<file path="config.mk">
export PLATFORM = sky130hd
export DESIGN_NAME = note_sequencer_flat
export DESIGN_NICKNAME = d
export VERILOG_FILES = /design/src/rtl/synth_pkg.sv /design/src/rtl/note_sequencer_if.sv /design/src/rtl/rr_picker.sv /design/src/rtl/note_sequencer.sv /design/src/flat_wrapper.sv
export SDC_FILE = /design/constraint.sdc
export NUM_CORES = 1
export LEC_CHECK = 0
export ABC_AREA = 1
export CAP_MARGIN = 20
export CORE_UTILIZATION = 61
export DETAILED_ROUTE_END_ITERATION = 8
export PLACE_DENSITY = 0.8
export SLEW_MARGIN = 10
export SYNTH_ARGS = -nofsm -noshare
export SYNTH_HDL_FRONTEND = slang
export SYNTH_SLANG_ARGS = --single-unit
</file>
<file path="constraint.sdc">
create_clock -name clk -period 2.1 [get_ports clk]
set_input_delay 0.525 -clock clk [delete_from_list [all_inputs] [get_ports clk]]
set_output_delay 0.525 -clock clk [all_outputs]
set_load 0.005 [all_outputs]
</file>
<file path="src/rtl/synth_pkg.sv">
// Shared types and default timing for the synth front-panel sequencer.
// Cycle constants are derived from the 12 MHz system clock.
package synth_pkg;

  typedef enum logic [2:0] {
    SLEEP,
    WAKE,
    NOTE,
    GAP,
    IDLE
  } seq_state_t;

  localparam int CLOCK_FREQ          = 12_000_000;
  localparam int DEF_NOTE_CYCLES     = CLOCK_FREQ / 10;   // 100 ms
  localparam int DEF_GAP_CYCLES      = CLOCK_FREQ / 100;  // 10 ms
  localparam int DEF_WAKE_CYCLES     = CLOCK_FREQ / 100;  // 10 ms
  localparam int DEF_IDLE_CYCLES     = CLOCK_FREQ;        // 1 s

  function automatic int max_of(input int a, input int b);
    return (a > b) ? a : b;
  endfunction

endpackage

</file>
<file path="src/rtl/note_sequencer_if.sv">
// Key requests in, voice enables and amplifier control out.
// master = front panel / test side, slave = the sequencer.
interface note_sequencer_if #(
  parameter int NUM_KEYS = 2
);
  logic [NUM_KEYS-1:0] keys;
  logic                arp_mode;
  logic [NUM_KEYS-1:0] voice_en;
  logic                shutdown_b;
  logic                step_pulse;

  modport master (
    output keys, arp_mode,
    input  voice_en, shutdown_b, step_pulse
  );

  modport slave (
    input  keys, arp_mode,
    output voice_en, shutdown_b, step_pulse
  );
endinterface

</file>
<file path="src/rtl/rr_picker.sv">
// Combinational round-robin search: first set request at or above i_start, wrapping.
// Returns i_start when nothing is requested; callers only use it with a request pending.
module rr_picker #(
  parameter int NUM_KEYS = 2,
  parameter int IW       = (NUM_KEYS > 1) ? $clog2(NUM_KEYS) : 1
) (
  input  logic [NUM_KEYS-1:0] i_req,
  input  logic [IW-1:0]       i_start,
  output logic [IW-1:0]       o_idx
);

  function automatic logic [IW-1:0] wrap_idx(input logic [IW-1:0] s, input int k);
    int j;
    j = int'(s) + k;
    if (j >= NUM_KEYS) j = j - NUM_KEYS;
    return IW'(j);
  endfunction

  // Walk from the farthest offset down so the nearest hit overwrites last.
  always_comb begin
    o_idx = i_start;
    for (int k = NUM_KEYS - 1; k >= 0; k--) begin
      if (i_req[wrap_idx(i_start, k)]) o_idx = wrap_idx(i_start, k);
    end
  end

endmodule

</file>
<file path="src/rtl/note_sequencer.sv">
// Wakes the amplifier, plays held keys as chord or round-robin arpeggio, sleeps after idle.
// All outputs registered: a key change at edge n shows on voice_en/shutdown_b at edge n+2.
module note_sequencer
  import synth_pkg::*;
#(
  parameter int NUM_KEYS    = 2,
  parameter int NOTE_CYCLES = DEF_NOTE_CYCLES,
  parameter int GAP_CYCLES  = DEF_GAP_CYCLES,
  parameter int WAKE_CYCLES = DEF_WAKE_CYCLES,
  parameter int IDLE_CYCLES = DEF_IDLE_CYCLES
) (
  input  logic clk,
  input  logic rst,
  note_sequencer_if.slave bus
);

  localparam int CNT_MAX = max_of(max_of(NOTE_CYCLES, GAP_CYCLES),
                                  max_of(WAKE_CYCLES, IDLE_CYCLES));
  localparam int CW = (CNT_MAX > 1) ? $clog2(CNT_MAX) : 1;
  localparam int IW = (NUM_KEYS > 1) ? $clog2(NUM_KEYS) : 1;

  localparam logic [CW-1:0] NOTE_LAST = CW'(NOTE_CYCLES - 1);
  localparam logic [CW-1:0] GAP_LAST  = CW'(GAP_CYCLES - 1);
  localparam logic [CW-1:0] WAKE_LAST = CW'(WAKE_CYCLES - 1);
  localparam logic [CW-1:0] IDLE_LAST = CW'(IDLE_CYCLES - 1);
  localparam logic [IW-1:0] CUR_INIT  = IW'(NUM_KEYS - 1);

  seq_state_t          r_state, w_next;
  logic [NUM_KEYS-1:0] r_keys_q;
  logic [CW-1:0]       r_cnt;
  logic [IW-1:0]       r_cur, w_start, w_pick, w_cur_nx;
  logic                r_arp, w_arp_nx;
  logic [NUM_KEYS-1:0] r_voice_en, w_voice_en;
  logic                r_shutdown_b, r_step_pulse;
  logic                w_any, w_entry;

  assign w_any   = |r_keys_q;
  assign w_start = (r_cur == CUR_INIT) ? '0 : r_cur + IW'(1);

  rr_picker #(.NUM_KEYS(NUM_KEYS), .IW(IW)) u_picker (
    .i_req   (r_keys_q),
    .i_start (w_start),
    .o_idx   (w_pick)
  );

  always_ff @(posedge clk) begin
    if (rst) r_state <= SLEEP;
    else     r_state <= w_next;
  end

  // Timer expiry is tested before key changes so that it wins a same-cycle race.
  always_comb begin
    w_next = r_state;
    case (r_state)
      SLEEP: if (w_any) w_next = WAKE;
      WAKE: begin
        if (r_cnt == WAKE_LAST) w_next = w_any ? NOTE : IDLE;
        else if (!w_any)        w_next = IDLE;
      end
      NOTE: begin
        if (r_arp) begin
          if (r_cnt == NOTE_LAST || !r_keys_q[r_cur]) w_next = GAP;
        end else if (!w_any) begin
          w_next = IDLE;
        end
      end
      GAP:  if (r_cnt == GAP_LAST) w_next = w_any ? NOTE : IDLE;
      IDLE: begin
        if (r_cnt == IDLE_LAST) w_next = SLEEP;
        else if (w_any)         w_next = NOTE;
      end
      default: w_next = SLEEP;
    endcase

    w_entry    = (w_next == NOTE) && (r_state != NOTE);
    w_arp_nx   = w_entry ? bus.arp_mode : r_arp;
    w_cur_nx   = w_entry ? w_pick : r_cur;
    w_voice_en = '0;
    if (w_next == NOTE) w_voice_en = w_arp_nx ? (NUM_KEYS'(1) << w_cur_nx) : r_keys_q;
  end

  always_ff @(posedge clk) begin
    if (rst) begin
      r_keys_q     <= '0;
      r_cnt        <= '0;
      r_cur        <= CUR_INIT;
      r_arp        <= 1'b0;
      r_voice_en   <= '0;
      r_shutdown_b <= 1'b0;
      r_step_pulse <= 1'b0;
    end else begin
      r_keys_q     <= bus.keys;
      // Saturate so a long chord cannot wrap back onto a terminal count.
      if (w_next != r_state) r_cnt <= '0;
      else if (r_cnt != '1)  r_cnt <= r_cnt + CW'(1);
      r_cur        <= w_cur_nx;
      r_arp        <= w_arp_nx;
      r_voice_en   <= w_voice_en;
      r_shutdown_b <= (w_next != SLEEP);
      r_step_pulse <= w_entry;
    end
  end

  assign bus.voice_en   = r_voice_en;
  assign bus.shutdown_b = r_shutdown_b;
  assign bus.step_pulse = r_step_pulse;

endmodule

</file>
<file path="src/flat_wrapper.sv">
// flat-port wrapper written by rule: the top's interface ports become plain ports
module note_sequencer_flat import synth_pkg::*;
#(
  parameter int NUM_KEYS    = 2,
  parameter int NOTE_CYCLES = DEF_NOTE_CYCLES,
  parameter int GAP_CYCLES  = DEF_GAP_CYCLES,
  parameter int WAKE_CYCLES = DEF_WAKE_CYCLES,
  parameter int IDLE_CYCLES = DEF_IDLE_CYCLES
)
  (clk, rst, bus_keys, bus_arp_mode, bus_voice_en, bus_shutdown_b, bus_step_pulse);
  note_sequencer_if #(.NUM_KEYS(NUM_KEYS)) bus_i ();
  input  logic clk;
  input  logic rst;
  input wire logic [$bits(bus_i.keys)-1:0] bus_keys;
  input wire logic [$bits(bus_i.arp_mode)-1:0] bus_arp_mode;
  output wire logic [$bits(bus_i.voice_en)-1:0] bus_voice_en;
  output wire logic [$bits(bus_i.shutdown_b)-1:0] bus_shutdown_b;
  output wire logic [$bits(bus_i.step_pulse)-1:0] bus_step_pulse;
  assign bus_i.keys = bus_keys;
  assign bus_i.arp_mode = bus_arp_mode;
  assign bus_voice_en = bus_i.voice_en;
  assign bus_shutdown_b = bus_i.shutdown_b;
  assign bus_step_pulse = bus_i.step_pulse;
  note_sequencer #(.NUM_KEYS(NUM_KEYS), .NOTE_CYCLES(NOTE_CYCLES), .GAP_CYCLES(GAP_CYCLES), .WAKE_CYCLES(WAKE_CYCLES), .IDLE_CYCLES(IDLE_CYCLES)) u_core (.clk(clk), .rst(rst), .bus(bus_i));
endmodule
</file>
==> impl_metrics.json, run 1 <==
{
  "setup.worst_path.start": "u_core.r_cnt[1]",
  "min-delay-path-class": "flip-flop to flip-flop",
  "final_common_cell": "sky130_fd_sc_hd__nor2_1",
  "max-cap-violations": 0,
  "final.min_clock_period_ns": 2.02,
  "power_density_of_the_placed_cells_nw_per_um2": 549,
  "clockBufferDepth": 2,
  "final_hold_viol_count": 0,
  "worst_slack_ns": 0.0761,
  "die_height_um": 63.2,
  "critical_path.startpoint_type": "flip-flop",
  "totalPowerFinal_uw": 1470,
  "reg2reg_to": "u_core.r_cnt[15]",
  "synth_top_area_share_pct": 30.7,
  "critical_path_destination": "u_core.r_cnt[15]",
  "clock_insertion_delay_worst_skew_ns": 0.29,
  "cts-root-buf": "sky130_fd_sc_hd__clkbuf_8",
  "num_rows": 21,
  "final-setup-viol-count": 0,
  "avgSynthCellArea_um2": 7.15,
  "wire_per_inst_um": 13.5,
  "path_cells": "ha_4 -> nand2_4 -> nor2_4 -> nand2_4 -> nor2_8 -> nand3_4 -> a21oi_4 -> nand2_4 -> o2111ai_4 -> buf_12 -> nor2_4",
  "coreArea_um2": 3470,
  "chipWidth_um": 63.2,
  "final_antenna_net_count": 0,
  "finClkSkew_ns": 0.00791,
  "firstDrtPassIters": 7,
  "synth.top_cells.by_area": "sky130_fd_sc_hd__dfxtp_1 (31%), sky130_fd_sc_hd__nor2_1 (12%), sky130_fd_sc_hd__nor2_4 (10%)",
  "critical_path_arrival_ns": 2.21,
  "grt.overflow.total": 0,
  "cts.sink_count": 35,
  "maximum_number_of_pins_on_one_net_before_global_route_repair": 13,
  "yosys.area.top_type": "sky130_fd_sc_hd__dfxtp_1",
  "cell_type_with_the_highest_occurrence_count_on_the_critical_path": "sky130_fd_sc_hd__nand2_4",
  "layout_common_cells": "sky130_fd_sc_hd__nor2_1 (68), sky130_fd_sc_hd__nand2_1 (59), sky130_fd_sc_hd__dfxtp_1 (31), sky130_fd_sc_hd__inv_1 (25), sky130_fd_sc_hd__nor2_4 (22)",
  "final_cell_count_no_fill": 393,
  "unrepaired_setup_endpoints_after_global_routing": "true",
  "post_route_cells_drive_above_1_share_pct": 23.1,
  "path_class": "flip-flop to flip-flop",
  "place_inst": 382,
  "boundaryPins": 9,
  "drt_iter0_drc": 207,
  "r2r_setup_slack_ns": 0.08,
  "area_growth_syn_to_layout_pct": 17.1,
  "setup.worst_path.end_class": "flip-flop",
  "drt_drc_violations_left": 0,
  "worst_r2r_path_depth": 11,
  "gpl.final_weighted_congestion": 0.934,
  "dpl.hpwl_um": 3980,
  "grt.total_usage_pct": 27.9,
  "synthesis.yosys.warnings": 0,
  "synth.net_count": 325,
  "portion_of_the_post_synthesis_area_used_by_sequential_elements_pct": 30.7,
  "vias_per_cell": 5.32,
  "worstMarginPinSlew_ns": 0.453,
  "port_buffers": 8,
  "post-route-util_pct": 77.0,
  "design.die.area_um2": 3990,
  "achievable-frequency_ghz": 0.494,
  "numCtsBuffers": 5,
  "h-tree-depth": 2,
  "cts_clock_pin_slew_for_the_worst_setup_and_hold_paths_ns": 0.07,
  "synthesis.instances": 319,
  "antennaDiodeCount": 0,
  "pre_cts_ws_ns": 0.0873,
  "ir_drop_uv": 416,
  "start_util_pct": 65.8,
  "r2r_start": "u_core.r_cnt[1]",
  "tritoncts_clock_tree": "done",
  "slew_headroom_pct": 69.5,
  "detailroute.via_count": 2089,
  "grt_antenna_before_repair": 0,
  "synth-seq-cells": 35,
  "final_min_period_over_clock_period_pct": 96.4,
  "cp_data_required_time_ns": 2.28,
  "synth_cell_type_count": 29,
  "first_global_vias": 1851,
  "max_slew_violation_count": 0,
  "critical_path.slowest_cell": "sky130_fd_sc_hd__dfxtp_4",
  "wire_length_of_the_first_global_routing_pass_um": 8510,
  "cellLeakagePower_uw": 0.00103,
  "run_status": "finished, final reports clean",
  "timing.critical_path.fanout_max": 12,
  "postRouteWirelength_um": 5300,
  "synth_area_um2": 2280,
  "worst_path_largest_cell_delay_ns": 0.37,
  "nNetsFinal": 352,
  "cts.hold.buffers_added": 0
}
where the power goes:
part	internal (uW)	switching, uW
Combinational	97.1	139
Clock	299	235
Sequential	681	14.8
Total	1080	389
sequential cells by signal, summed over array words and instances (netlist names), named ones only:
name / cells
u_core.r_cnt: 24
u_core.r_state: 3
u_core.bus.voice_en: 2
u_core.r_keys_q: 2
u_core.bus.shutdown_b: 1
u_core.bus.step_pulse: 1
u_core.r_cur: 1
worst min path at each step:
stage                                        end          startpoint  slack, ns  cells after the start
after floorplan           u_core.bus.voice_en[1]  u_core.r_keys_q[1]       0.49                      2
final                     u_core.bus.voice_en[0]  u_core.r_keys_q[0]       0.52                      2
after CTS                 u_core.bus.voice_en[0]  u_core.r_keys_q[0]       0.52                      2
after global routing      u_core.bus.voice_en[0]  u_core.r_keys_q[0]       0.55                      2
after detailed placement  u_core.bus.voice_en[1]  u_core.r_keys_q[1]       0.52                      2
after global placement    u_core.bus.voice_en[0]  u_core.r_keys_q[0]       0.52                      2
metrics by stage:
step                setup TNS (ns)  instance area [um2]  hold WS [ns]
floorplan                        0                 2280         0.485
global placement                 0                 2490         0.515
detailed placement               0                 2490         0.517
CTS                              0                 2590         0.525
global route                -0.421                 2670         0.547
finish                           0                 2670         0.517
Yosys cell counts:
library cell and n:
sky130_fd_sc_hd__buf_2 1, sky130_fd_sc_hd__xor2_1 15, sky130_fd_sc_hd__nand3_4 1, sky130_fd_sc_hd__o2111ai_4 1
sky130_fd_sc_hd__nand4_1 9, sky130_fd_sc_hd__nor2_8 1, sky130_fd_sc_hd__dfxtp_1 35, sky130_fd_sc_hd__nor2_4 21
sky130_fd_sc_hd__nand3b_1 1, sky130_fd_sc_hd__o31ai_1 1, sky130_fd_sc_hd__inv_2 9, sky130_fd_sc_hd__inv_1 25
sky130_fd_sc_hd__nor3_2 1, sky130_fd_sc_hd__nand3_1 20, sky130_fd_sc_hd__nor2_1 71, sky130_fd_sc_hd__buf_12 2
sky130_fd_sc_hd__nor2_2 7, sky130_fd_sc_hd__nor4_1 3, sky130_fd_sc_hd__nand2_2 3, sky130_fd_sc_hd__nand2_4 2
sky130_fd_sc_hd__a21oi_1 11, sky130_fd_sc_hd__o21ai_0 1, sky130_fd_sc_hd__nor3_1 9, sky130_fd_sc_hd__ha_1 1
sky130_fd_sc_hd__xnor2_1 5, sky130_fd_sc_hd__a21oi_4 2, sky130_fd_sc_hd__nand2_1 59, sky130_fd_sc_hd__or2_2 1
sky130_fd_sc_hd__clkbuf_1 1
logic make-up after synthesis:
| group | synth area share (%) |
|---|---|
| buf+inv | 7.73 |
| compound gates | 5.54 |
| xor+xnor | 7.68 |
| simple gates | 47.8 |
| fa+ha+maj | 0.548 |
| flops | 30.7 |
timing repair:
action,CTS,global route
gates resized for setup,0,12
setup buffers,0,2
endpoints found under the setup margin,0,27
layer usage:
layer,global-route usage [%],up-vias,routed length [um],part of all wire [%]
li1,-,1063,-,-
met2,46.4,82,2540,48
met1,33.6,928,2300,43
met3,5.98,16,323,6.1
met5,0,-,0,0
met4,14.2,0,147,2.8
critical path: cells and delay by family (launching register included):
family,cells,cell delay [ns]
AOI/OAI and AO/OA,2,0.50
buffers and inverters,1,0.24
DFF,1,0.37
and+or+nand+nor,7,0.64
adders and majority gates,1,0.15
layout make-up:
| cell class | instances | area, um2 |
|---|---|---|
| clock buffers | 8 | 100 |
| well taps | 46 | 57.6 |
| repair buffers | 24 | 243 |
| flip-flops and latches | 35 | 708 |
| multi-input cells | 246 | 1440 |
| inverters | 34 | 128 |
| fillers | 266 | 797 |
No activity file was read; power rests on OpenSTA's default activity.
==> run 2, diff against run 1 <==
--- a/config.mk
+++ b/config.mk
@@ -9,6 +9,7 @@
 export CAP_MARGIN = 20
 export CORE_UTILIZATION = 61
 export DETAILED_ROUTE_END_ITERATION = 8
+export GPL_ROUTABILITY_DRIVEN = 0
 export PLACE_DENSITY = 0.8
 export SLEW_MARGIN = 10
 export SYNTH_ARGS = -nofsm -noshare
==> run 2 against run 1 <==
  * Global-route usage rose by 1.7 points
  * Routed wire length rose by 2.0%
  * Non-clock buffer count fell by 1
  * Critical path depth rose by 1
  * Clock power rose by 19%
  * Worst hold slack improved by 0.0034 ns
  * First-iteration DRC count rose by 21%
  * Largest cell class unchanged
==> impl_metrics.json, run 2 (synthesis gave the netlist of run 1 again) <==
{
  "ir_drop_uv": 409,
  "multiInputGateArea_um2": 1480,
  "final_hold_viol_count": 0,
  "first_global_vias": 2082,
  "nNetsFinal": 351,
  "whs_ns": 0.520,
  "final_min_period_over_clock_period_pct": 95.6,
  "layout_common_cells": "sky130_fd_sc_hd__nor2_1 (69), sky130_fd_sc_hd__nand2_1 (57), sky130_fd_sc_hd__dfxtp_1 (33), sky130_fd_sc_hd__inv_1 (25), sky130_fd_sc_hd__nor2_4 (22)",
  "final_cell_count_no_fill": 392,
  "largest_registers": "u_core.r_cnt (24), u_core.r_state (3)",
  "timing.critical_path.fanout_max": 5,
  "final_common_cell": "sky130_fd_sc_hd__nor2_1",
  "grt.overflow.total": 0,
  "highest-signal-layer": "met4",
  "power_density_of_the_placed_cells_nw_per_um2": 574,
  "boundaryPins": 9,
  "max_slew_violation_count": 0,
  "max-cap-violations": 0,
  "dpl.hpwl_um": 3920,
  "finClkSkew_ns": 0.00263,
  "setup.worst_path.end_class": "flip-flop",
  "port_buffers": 8,
  "vias_per_cell": 5.36,
  "dr_wl_met2_um": 2570,
  "num_rows": 21,
  "cellLeakagePower_uw": 0.00104,
  "coreArea_um2": 3470,
  "achievable-frequency_ghz": 0.498,
  "post_route_cells_drive_above_1_share_pct": 24.9,
  "start_util_pct": 65.8,
  "wire_per_inst_um": 13.8,
  "grt.total_usage_pct": 29.7,
  "slew_headroom_pct": 73.8,
  "cp_data_required_time_ns": 2.29,
  "maximum_number_of_pins_on_one_net_before_global_route_repair": 14,
  "pre_cts_ws_ns": 0.0327,
  "postRouteWirelength_um": 5410,
  "h-tree-depth": 2,
  "worst_slack_ns": 0.0914,
  "post-route-util_pct": 78.0,
  "worstMarginPinSlew_ns": 0.390,
  "grt_antenna_before_repair": 0,
  "max_flop_register": "u_core.r_cnt",
  "min-delay-path-class": "flip-flop to flip-flop",
  "final.fill_count": 250,
  "run_status": "finished, final reports clean",
  "route.met3.wl_um": 374,
  "final-setup-viol-count": 0,
  "design.die.area_um2": 3990,
  "area_growth_syn_to_layout_pct": 18.5,
  "wire_length_of_the_first_global_routing_pass_um": 9280,
  "critical_path.startpoint_type": "flip-flop",
  "final_antenna_net_count": 0,
  "clock_insertion_delay_worst_skew_ns": 0.29,
  "final.min_clock_period_ns": 2.01,
  "numCtsBuffers": 5,
  "firstDrtPassIters": 5,
  "cts-root-buf": "sky130_fd_sc_hd__clkbuf_8",
  "cts.hold.buffers_added": 0,
  "m1WireLength_um": 2360,
  "critical_path_arrival_ns": 2.19,
  "seq_area_um2": 706,
  "cts_clock_pin_slew_for_the_worst_setup_and_hold_paths_ns": 0.07,
  "chipWidth_um": 63.2,
  "antennaDiodeCount": 0,
  "final_total_negative_setup_slack_ns": 0,
  "cts.sink_count": 35,
  "drt_drc_violations_left": 0,
  "place_inst": 382,
  "detailroute.via_count": 2102,
  "drt_iter0_drc": 251,
  "path_class": "flip-flop to flip-flop",
  "tritoncts_clock_tree": "done",
  "die_height_um": 63.2,
  "largest_register_ffs": 24,
  "clockBufferDepth": 2
}
==> run 2: metrics by stage <==
step	instance area (um2)	power [uW]
4_1_cts	2620	1540
5_1_grt	2700	1610
6_report	2700	1550
3_5_place_dp	2490	917
3_3_place_gp	2490	911
2_1_floorplan	2280	868
==> run 2: cell type report <==
type                       count  share of cell area [%]
tap                           46                    2.13
clock buffer                   6                    3.05
inverter                      34                    4.72
clock inverter                 2                    1.30
sequential                    35                    26.1
timing repair buffer          23                    8.05
multi-input combinational    246                    54.7
==> run 2: power by group <==
group | total, uW | switching, uW | internal (uW)
registers | 696 | 15.3 | 681
logic | 222 | 138 | 83.3
clock network | 633 | 250 | 384
==> run 2: path summary, 6_finish.rpt <==
| check | from | endpoint | slack (ns) | cells past startpoint |
|---|---|---|---|---|
| max reg2reg | u_core.r_cnt[1] | u_core.r_cnt[20] | 0.09 | 12 |
| min | u_core.r_keys_q[0] | u_core.bus.voice_en[0] | 0.52 | 2 |
| max | u_core.r_cnt[1] | u_core.r_cnt[20] | 0.09 | 12 |
| min reg2reg | u_core.r_keys_q[0] | u_core.bus.voice_en[0] | 0.52 | 2 |
==> run 2: worst max-delay path, cell delays in order (launching register included) <==
cell and delay [ns]:
sky130_fd_sc_hd__dfxtp_4 0.37, sky130_fd_sc_hd__ha_4 0.14, sky130_fd_sc_hd__nand2_2 0.06, sky130_fd_sc_hd__nor2_4 0.10, sky130_fd_sc_hd__nand2_4 0.09, sky130_fd_sc_hd__nor2_8 0.17, sky130_fd_sc_hd__nand2_2 0.08, sky130_fd_sc_hd__nor2_2 0.17
sky130_fd_sc_hd__nand3_2 0.14, sky130_fd_sc_hd__nor3_4 0.23, sky130_fd_sc_hd__buf_4 0.15, sky130_fd_sc_hd__xnor2_2 0.13, sky130_fd_sc_hd__nor2_4 0.06
==> run 2: timing repair <==
item                                    in CTS  in global routing
pin swaps                                    0                  5
setup buffers                                0                  2
hold endpoints to repair                     0                  0
gates resized for setup                      1                 17
endpoints found under the setup margin       1                 27
==> run 2: layer usage <==
| metal | vias to the layer above | track usage, % |
|---|---|---|
| met1 | 945 | 37.4 |
| met2 | 92 | 47.3 |
| met5 | - | 0 |
| met4 | 0 | 11.9 |
| li1 | 1052 | - |
| met3 | 13 | 8.15 |
